[config.mk]
export PLATFORM = sky130hd
export DESIGN_NAME = registerpairfile
export DESIGN_NICKNAME = d
export VERILOG_FILES = /design/src/rtl/registerpairfile.sv
export SDC_FILE = /design/constraint.sdc
export NUM_CORES = 1
export LEC_CHECK = 0
export CORE_UTILIZATION = 45
export DETAILED_ROUTE_END_ITERATION = 7
export PLACE_DENSITY = 0.68
export SETUP_SLACK_MARGIN = 0.05
export SLEW_MARGIN = 10
export SYNTH_ARGS = -nofsm -noshare
export SYNTH_HDL_FRONTEND = slang
export SYNTH_SLANG_ARGS = --single-unit
[constraint.sdc]
create_clock -name clk -period 3.7 [get_ports clk]
set_input_delay 0.74 -clock clk [delete_from_list [all_inputs] [get_ports clk]]
set_output_delay 0.74 -clock clk [all_outputs]
set_load 0.01 [all_outputs]
[src/rtl/registerpairfile.sv]
// registerpairfile: byte register file with 16-bit register-pair read/write,
// a single-cycle pair increment/decrement unit with a registered wrap pulse,
// and a dedicated flag register that only flenb/ifdat can modify.
// Optional build macro: REGFILE_BYPASS_EN forwards the post-priority next value
// of any byte being written to r1dat/r2dat/prdat in the same cycle.
module registerpairfile #(
   parameter int DATASIZE = 8,
   parameter int ADDRSIZE = 3,
   parameter int REG_FLAG = 6
) (
   input  logic                    clk,
   input  logic                    rst,
   input  logic                    wrenb,
   input  logic [ADDRSIZE-1:0]     waddr,
   input  logic [DATASIZE-1:0]     wdata,
   input  logic                    flenb,
   input  logic [DATASIZE-1:0]     ifdat,
   input  logic                    pwenb,
   input  logic [ADDRSIZE-2:0]     pwadd,
   input  logic [2*DATASIZE-1:0]   pwdat,
   input  logic                    pienb,
   input  logic                    pidec,
   input  logic [ADDRSIZE-2:0]     piadd,
   input  logic                    r1enb,
   input  logic [ADDRSIZE-1:0]     r1add,
   output logic [DATASIZE-1:0]     r1dat,
   input  logic                    r2enb,
   input  logic [ADDRSIZE-1:0]     r2add,
   output logic [DATASIZE-1:0]     r2dat,
   input  logic [ADDRSIZE-2:0]     pradd,
   output logic [2*DATASIZE-1:0]   prdat,
   output logic [DATASIZE-1:0]     ofdat,
   output logic                    pwrap
);

   localparam int REGCOUNT  = 2**ADDRSIZE;
   localparam int PAIRBITS  = ADDRSIZE - 1;
   localparam int PAIRWIDTH = 2 * DATASIZE;
   localparam logic [PAIRBITS-1:0]  FLAG_PAIR = PAIRBITS'(REG_FLAG / 2);
   localparam logic [PAIRWIDTH-1:0] PAIR_ONE  = PAIRWIDTH'(1);
   localparam logic [PAIRWIDTH-1:0] PAIR_MAX  = '1;

   logic [DATASIZE-1:0]  regs_reg  [REGCOUNT];
   logic [DATASIZE-1:0]  regs_next [REGCOUNT];
   logic [DATASIZE-1:0]  rd_view   [REGCOUNT];
   logic                 pwrap_reg;
   logic                 pwrap_next;
   logic [PAIRWIDTH-1:0] pi_cur;
   logic [PAIRWIDTH-1:0] pi_res;
   logic                 pi_ok;
   logic                 pi_wrap;

   // Inc/dec unit: operates on the addressed pair; the pair holding the flag
   // register is never touched by it, so such a request is dropped entirely.
   assign pi_cur  = {regs_reg[{piadd, 1'b0}], regs_reg[{piadd, 1'b1}]};
   assign pi_ok   = pienb && (piadd != FLAG_PAIR);
   assign pi_res  = pidec ? (pi_cur - PAIR_ONE) : (pi_cur + PAIR_ONE);
   assign pi_wrap = pidec ? (pi_cur == '0) : (pi_cur == PAIR_MAX);

   // A pair write to the same pair overrides the inc/dec, so no wrap is reported then.
   assign pwrap_next = pi_ok && pi_wrap && !(pwenb && (pwadd == piadd));

   genvar gi;
   generate
      for (gi = 0; gi < REGCOUNT; gi++) begin : g_byte
         localparam logic [ADDRSIZE-1:0] BYTE_ADDR = ADDRSIZE'(gi);
         localparam logic [PAIRBITS-1:0] BYTE_PAIR = PAIRBITS'(gi / 2);
         localparam bit                  IS_HIGH   = ((gi % 2) == 0);

         if (gi == REG_FLAG) begin : g_flag
            // Flag byte: only the dedicated flag port can write it.
            assign regs_next[gi] = flenb ? ifdat : regs_reg[gi];
         end else begin : g_data
            logic [DATASIZE-1:0] pw_byte;
            logic [DATASIZE-1:0] pi_byte;

            // Even index is the high byte of its pair, odd index the low byte.
            assign pw_byte = IS_HIGH ? pwdat[PAIRWIDTH-1:DATASIZE] : pwdat[DATASIZE-1:0];
            assign pi_byte = IS_HIGH ? pi_res[PAIRWIDTH-1:DATASIZE] : pi_res[DATASIZE-1:0];

            // Per-byte priority: pair write, then inc/dec, then byte write.
            assign regs_next[gi] = (pwenb && (pwadd == BYTE_PAIR)) ? pw_byte :
                                   (pi_ok && (piadd == BYTE_PAIR)) ? pi_byte :
                                   (wrenb && (waddr == BYTE_ADDR)) ? wdata   :
                                   regs_reg[gi];
         end

         // Byte storage, cleared asynchronously while rst is low.
         always_ff @(posedge clk or negedge rst) begin
            if (!rst) begin
               regs_reg[gi] <= '0;
            end else begin
               regs_reg[gi] <= regs_next[gi];
            end
         end

`ifdef REGFILE_BYPASS_EN
         // Forward the pending write; during reset the stored zero is shown instead.
         assign rd_view[gi] = rst ? regs_next[gi] : regs_reg[gi];
`else
         assign rd_view[gi] = regs_reg[gi];
`endif
      end
   endgenerate

   // Wrap pulse register: high for the single cycle after a wrapping inc/dec.
   always_ff @(posedge clk or negedge rst) begin
      if (!rst) begin
         pwrap_reg <= 1'b0;
      end else begin
         pwrap_reg <= pwrap_next;
      end
   end

   // Driven read paths: disabled byte ports return zero, never high-Z.
   assign r1dat = r1enb ? rd_view[r1add] : '0;
   assign r2dat = r2enb ? rd_view[r2add] : '0;
   assign prdat = {rd_view[{pradd, 1'b0}], rd_view[{pradd, 1'b1}]};
   assign ofdat = regs_reg[REG_FLAG];
   assign pwrap = pwrap_reg;

endmodule

==> results.env, run 1 <==
HOLD_VIOL_FINAL=0
FINAL_NETS=889
CLK_ROOT_BUFFER_CELL='sky130_fd_sc_hd__clkbuf_16'
VIAS_IN_THE_FIRST_GLOBAL_ROUTE=6714
CTS-BUFFERS-INSERTED=9
YS.FLOP_TYPE='sky130_fd_sc_hd__dfrtp_1'
POSTSYNTH.ASYNCRESETSHARE_PCT=100
TIMING.FINAL.MAX_SLEW_VIOLATIONS=0
FP.COREAREA_UM2=13900
DIE_WIDTH_UM=122
GLOBALPLACE.CONGESTION=1.03
WORSTPATHCELLLIST='clkdlybuf4s50_1 > buf_12 > mux4_2 > ha_1 > nor2b_1 > o211ai_2 > a21oi_1 > buf_4 > a31o_2 > a32oi_1 > buf_4 > o211ai_1'
CRITPATHCAPTURETYPE='register'
SYNTH_CELLS=685
N_FILL_CELL=1177
WORST_PATH_MOST_REPEATED_CELL='sky130_fd_sc_hd__buf_4'
PRE_CTS_SLACK_NS=-0.199
HOLDWS_NS=0.425
IO_BUFFERS=96
POWER.LEAKAGE_nW=3.35
FIN_SETUP_TNS_NS=0
RSZ_0062_RAISED_AFTER_GLOBAL_ROUTING='yes'
FINCLKSKEW_NS=0.00399
VERTICAL_EXTENT_OF_THE_DIE_UM=122
TIMING.CRITICAL_PATH.MAX_DELAY_FAMILY='buffers and inverters'
YS_WARN_COUNT=0
PROPORTION_OF_SYNTHESIZED_CHIP_AREA_IN_SEQUENTIAL_CELLS_PCT=25.2
NUMBER_OF_ANTENNA_VIOLATIONS_AT_THE_FIRST_CHECK_IN_GLOBAL_ROUTING=1
ROWS=43
SYNTHDOMINANTCELLAREASHARE_PCT=25.2
GLOBALROUTE.TOTALOVERFLOW=0
SYNTH-SEQ-CELLS=65
SYNTH.TOP_CELLS.BY_AREA='sky130_fd_sc_hd__dfrtp_1, sky130_fd_sc_hd__mux4_2, sky130_fd_sc_hd__mux2i_1'
CRIT_FANOUT=10
CLK_PIN_SLEW_NS=0.05
DRTPASS1ITERATIONS=5
LAYOUT-DRIVE-GT1-SHARE_PCT=23.3
ROUTE.ANTENNA.REMAINING_NETS=0
SLEW_HEADROOM_PCT=46.1
TOP_LEVEL_PORTS=97
WIRELENGTH_UM=24600
TIMING.REG2REG.SETUP_SLACK_NS=0.79
LAYOUT.CELLS.NON_FILLER=1000
FLIP_FLOP_COUNT_OF_THE_LARGEST_REGISTER_ALL_COPIES_AND_WORDS_ADDED=56
POSTLAYOUTCOREUTIL_PCT=60.0
POST-ROUTE-DRC-COUNT=0
POSTSYNTHAREAPERCELL_UM2=9.41
OUTCOME='finished, final reports clean'
TIGHTESTPINTRANSITION_NS=0.805
PATH_BUF_INV=4
CP_DATA_REQUIRED_TIME_NS=3.92
PLACEMENT.CELL_AREA_UM2=8070
PLACE_INST=987
FINAL_CRITICAL_PATH_TIME_INCLUDING_I_O_DELAYS_AND_SETUP_NS=3.54
NUM_VIAS=6787
CTS_SETUP_BUFFERS=0
SYNTH_ENABLE_FLOP_CELLS=0
MULTI_INPUT_COMB_AREA_UM2=4530
MAXIMUM_VDD_IR_DROP_V=0.000438
DESIGN_AREA_UM2=8350
CTS_HOLD_BUFFERS=0
WORSTSKEWPAIRLATENCY_NS=0.35
HTREEDEPTH=3
FINALPOWER_mW=4.12
HOLDCRITPATHCLASS='input pin to asynchronous set/reset pin'
CRITICAL_PATH.MAX_STAGE_DELAY_NS=0.56
DR.FIRST_ITER.DRC_COUNT=779
TIMING.FINAL.CRIT_SHARE_PCT=95.6
LAYOUT.AREA.SEQ_UM2=1630
CTS_SINKS=65
INITIAL_UTILIZATION_PCT=46.2
CRITICAL_PATH_CLASS='input pin to register'
GLOBAL_ROUTE_WIRE_LENGTH_BEFORE_REPAIR_UM=37300
MAX-CAP-VIOLATIONS=0
GRT_USE_TOTAL_PCT=34.3
ANTENNA-DIODE-COUNT=0
TRITONCTS='built'
SETUP-VIOLATIONS-FINAL=0
AREAGROWTHSYNTHTOFINISH_PCT=29.7
TIMING.CRITICAL_PATH.FROM_TYPE='input pin'
GRT_MAX_DEGREE=30
VIA_PER_INST=6.79
FLOORPLAN.DIE_AREA_UM2=14800
SYNTHESIS.NETS=756
NETLIST-CELL-TYPE-COUNT=60
CTS_REPAIR_RESIZE_COUNT=0
MAPPEDNETLISTAREA_UM2=6440
POWER.DENSITY_CELL_AREA_nW_PER_UM2=493
LARGEST_AREA_CONTRIBUTOR_IN_THE_SYNTHESIZED_NETLIST='sky130_fd_sc_hd__dfrtp_1'
CLOCK_TREE.BUFFER_DEPTH=2
DPL.HPWL_UM=18600
FMAXACHIEVABLE_MHz=283
FINAL_CRITICAL_PATH_SETUP_SLACK_NS=0.163
CPMAXSTAGEDELAYCELL='sky130_fd_sc_hd__mux4_2'
CP_DATA_ARRIVAL_TIME_NS=3.76
ROUTED_WIRE_LENGTH_PER_INSTANCE_UM=24.6
## logic make-up (layout without fill, tap and decap cells)
family | Yosys count | after routing | share of synthesized area (%)
adder cells (fa/ha/maj) | 15 | 15 | 3.03
XOR/XNOR | 9 | 9 | 1.22
AO/OA/AOI/OAI | 197 | 197 | 19.4
AND/OR/NAND/NOR | 223 | 223 | 16.7
flip-flops | 65 | 65 | 25.2
buffers and inverters | 66 | 201 | 4.68
multiplexers | 110 | 110 | 29.7
## synth_stat cells (all sizes together), types with 8 or more instances
| master | count |
|---|---|
| nand4 | 8 |
| dfrtp | 65 |
| o22ai | 11 |
| mux2 | 11 |
| clkbuf | 36 |
| buf | 23 |
| a31oi | 8 |
| mux4 | 64 |
| nor2b | 19 |
| nand2 | 86 |
| nand3 | 12 |
| o21ai | 68 |
| mux2i | 35 |
| o211ai | 17 |
| a21oi | 49 |
| ha | 14 |
| nor3 | 15 |
| a211oi | 8 |
| nor2 | 50 |
## cells in the final DEF (no fill, tap or decap), drive strengths merged, types with 3 or more instances in the layout
master	instances
nor4	5
inv	7
clkdlybuf4s50	93
a21oi	49
clkbuf	13
a221o	6
a41oi	3
mux2i	35
nor3b	3
ha	14
o22ai	11
mux4	64
o211ai	17
o32ai	3
dfrtp	65
mux2	11
nand3	12
nor3	15
nand4	8
a211oi	8
nand2	86
o221ai	3
o21ai	68
buf	86
nand2b	5
a21o	4
xnor2	7
a311oi	3
or3	3
nor2b	19
and3b	4
nand3b	5
a31oi	8
nor2	50
a31o	4
## per-layer routing
metal	vias up	wire length, um	global-route usage (%)
li1	2909	-	-
met1	3283	8930	42.0
met2	496	11700	55.4
met3	99	2700	8.99
met4	0	1300	18.4
met5	-	0	0
## path summary, 6_finish.rpt
| check | cells after the start | to | startpoint |
|---|---|---|---|
| setup / recovery | 12 | rd_view[46] | piadd[0] |
| hold / removal | 1 | ofdat[1] | rst |
| setup reg to reg | 10 | rd_view[46] | rd_view[2] |
| hold reg to reg | 2 | rd_view[18] | rd_view[18] |
| max in group asynchronous | 2 | rd_view[16] | rst |
| min in group clk | 2 | rd_view[18] | rd_view[18] |
## final cells by class
| class | instances | area share, % |
|---|---|---|
| inverters | 7 | 0.315 |
| clock buffers | 13 | 3.23 |
| flip-flops and latches | 65 | 19.5 |
| multi-input cells | 554 | 54.2 |
| well taps | 180 | 2.70 |
| repair buffers | 181 | 20.0 |
## power by group
part	internal [mW]	total [mW]	switching, mW
Combinational	1.13	2.15	1.02
Clock	0.497	0.813	0.316
Sequential	0.869	1.15	0.284
(Power assumes the default switching activity.)
==> run 2: changes to the inputs <==
--- a/config.mk
+++ b/config.mk
@@ -6,6 +6,7 @@
 export NUM_CORES = 1
 export LEC_CHECK = 0
 export CORE_UTILIZATION = 45
+export CTS_CLUSTER_SIZE = 25
 export DETAILED_ROUTE_END_ITERATION = 7
 export PLACE_DENSITY = 0.68
 export SETUP_SLACK_MARGIN = 0.05
==> results of run 2 <==
No change in the layout: final DEF, timing and power equal those of run 1.
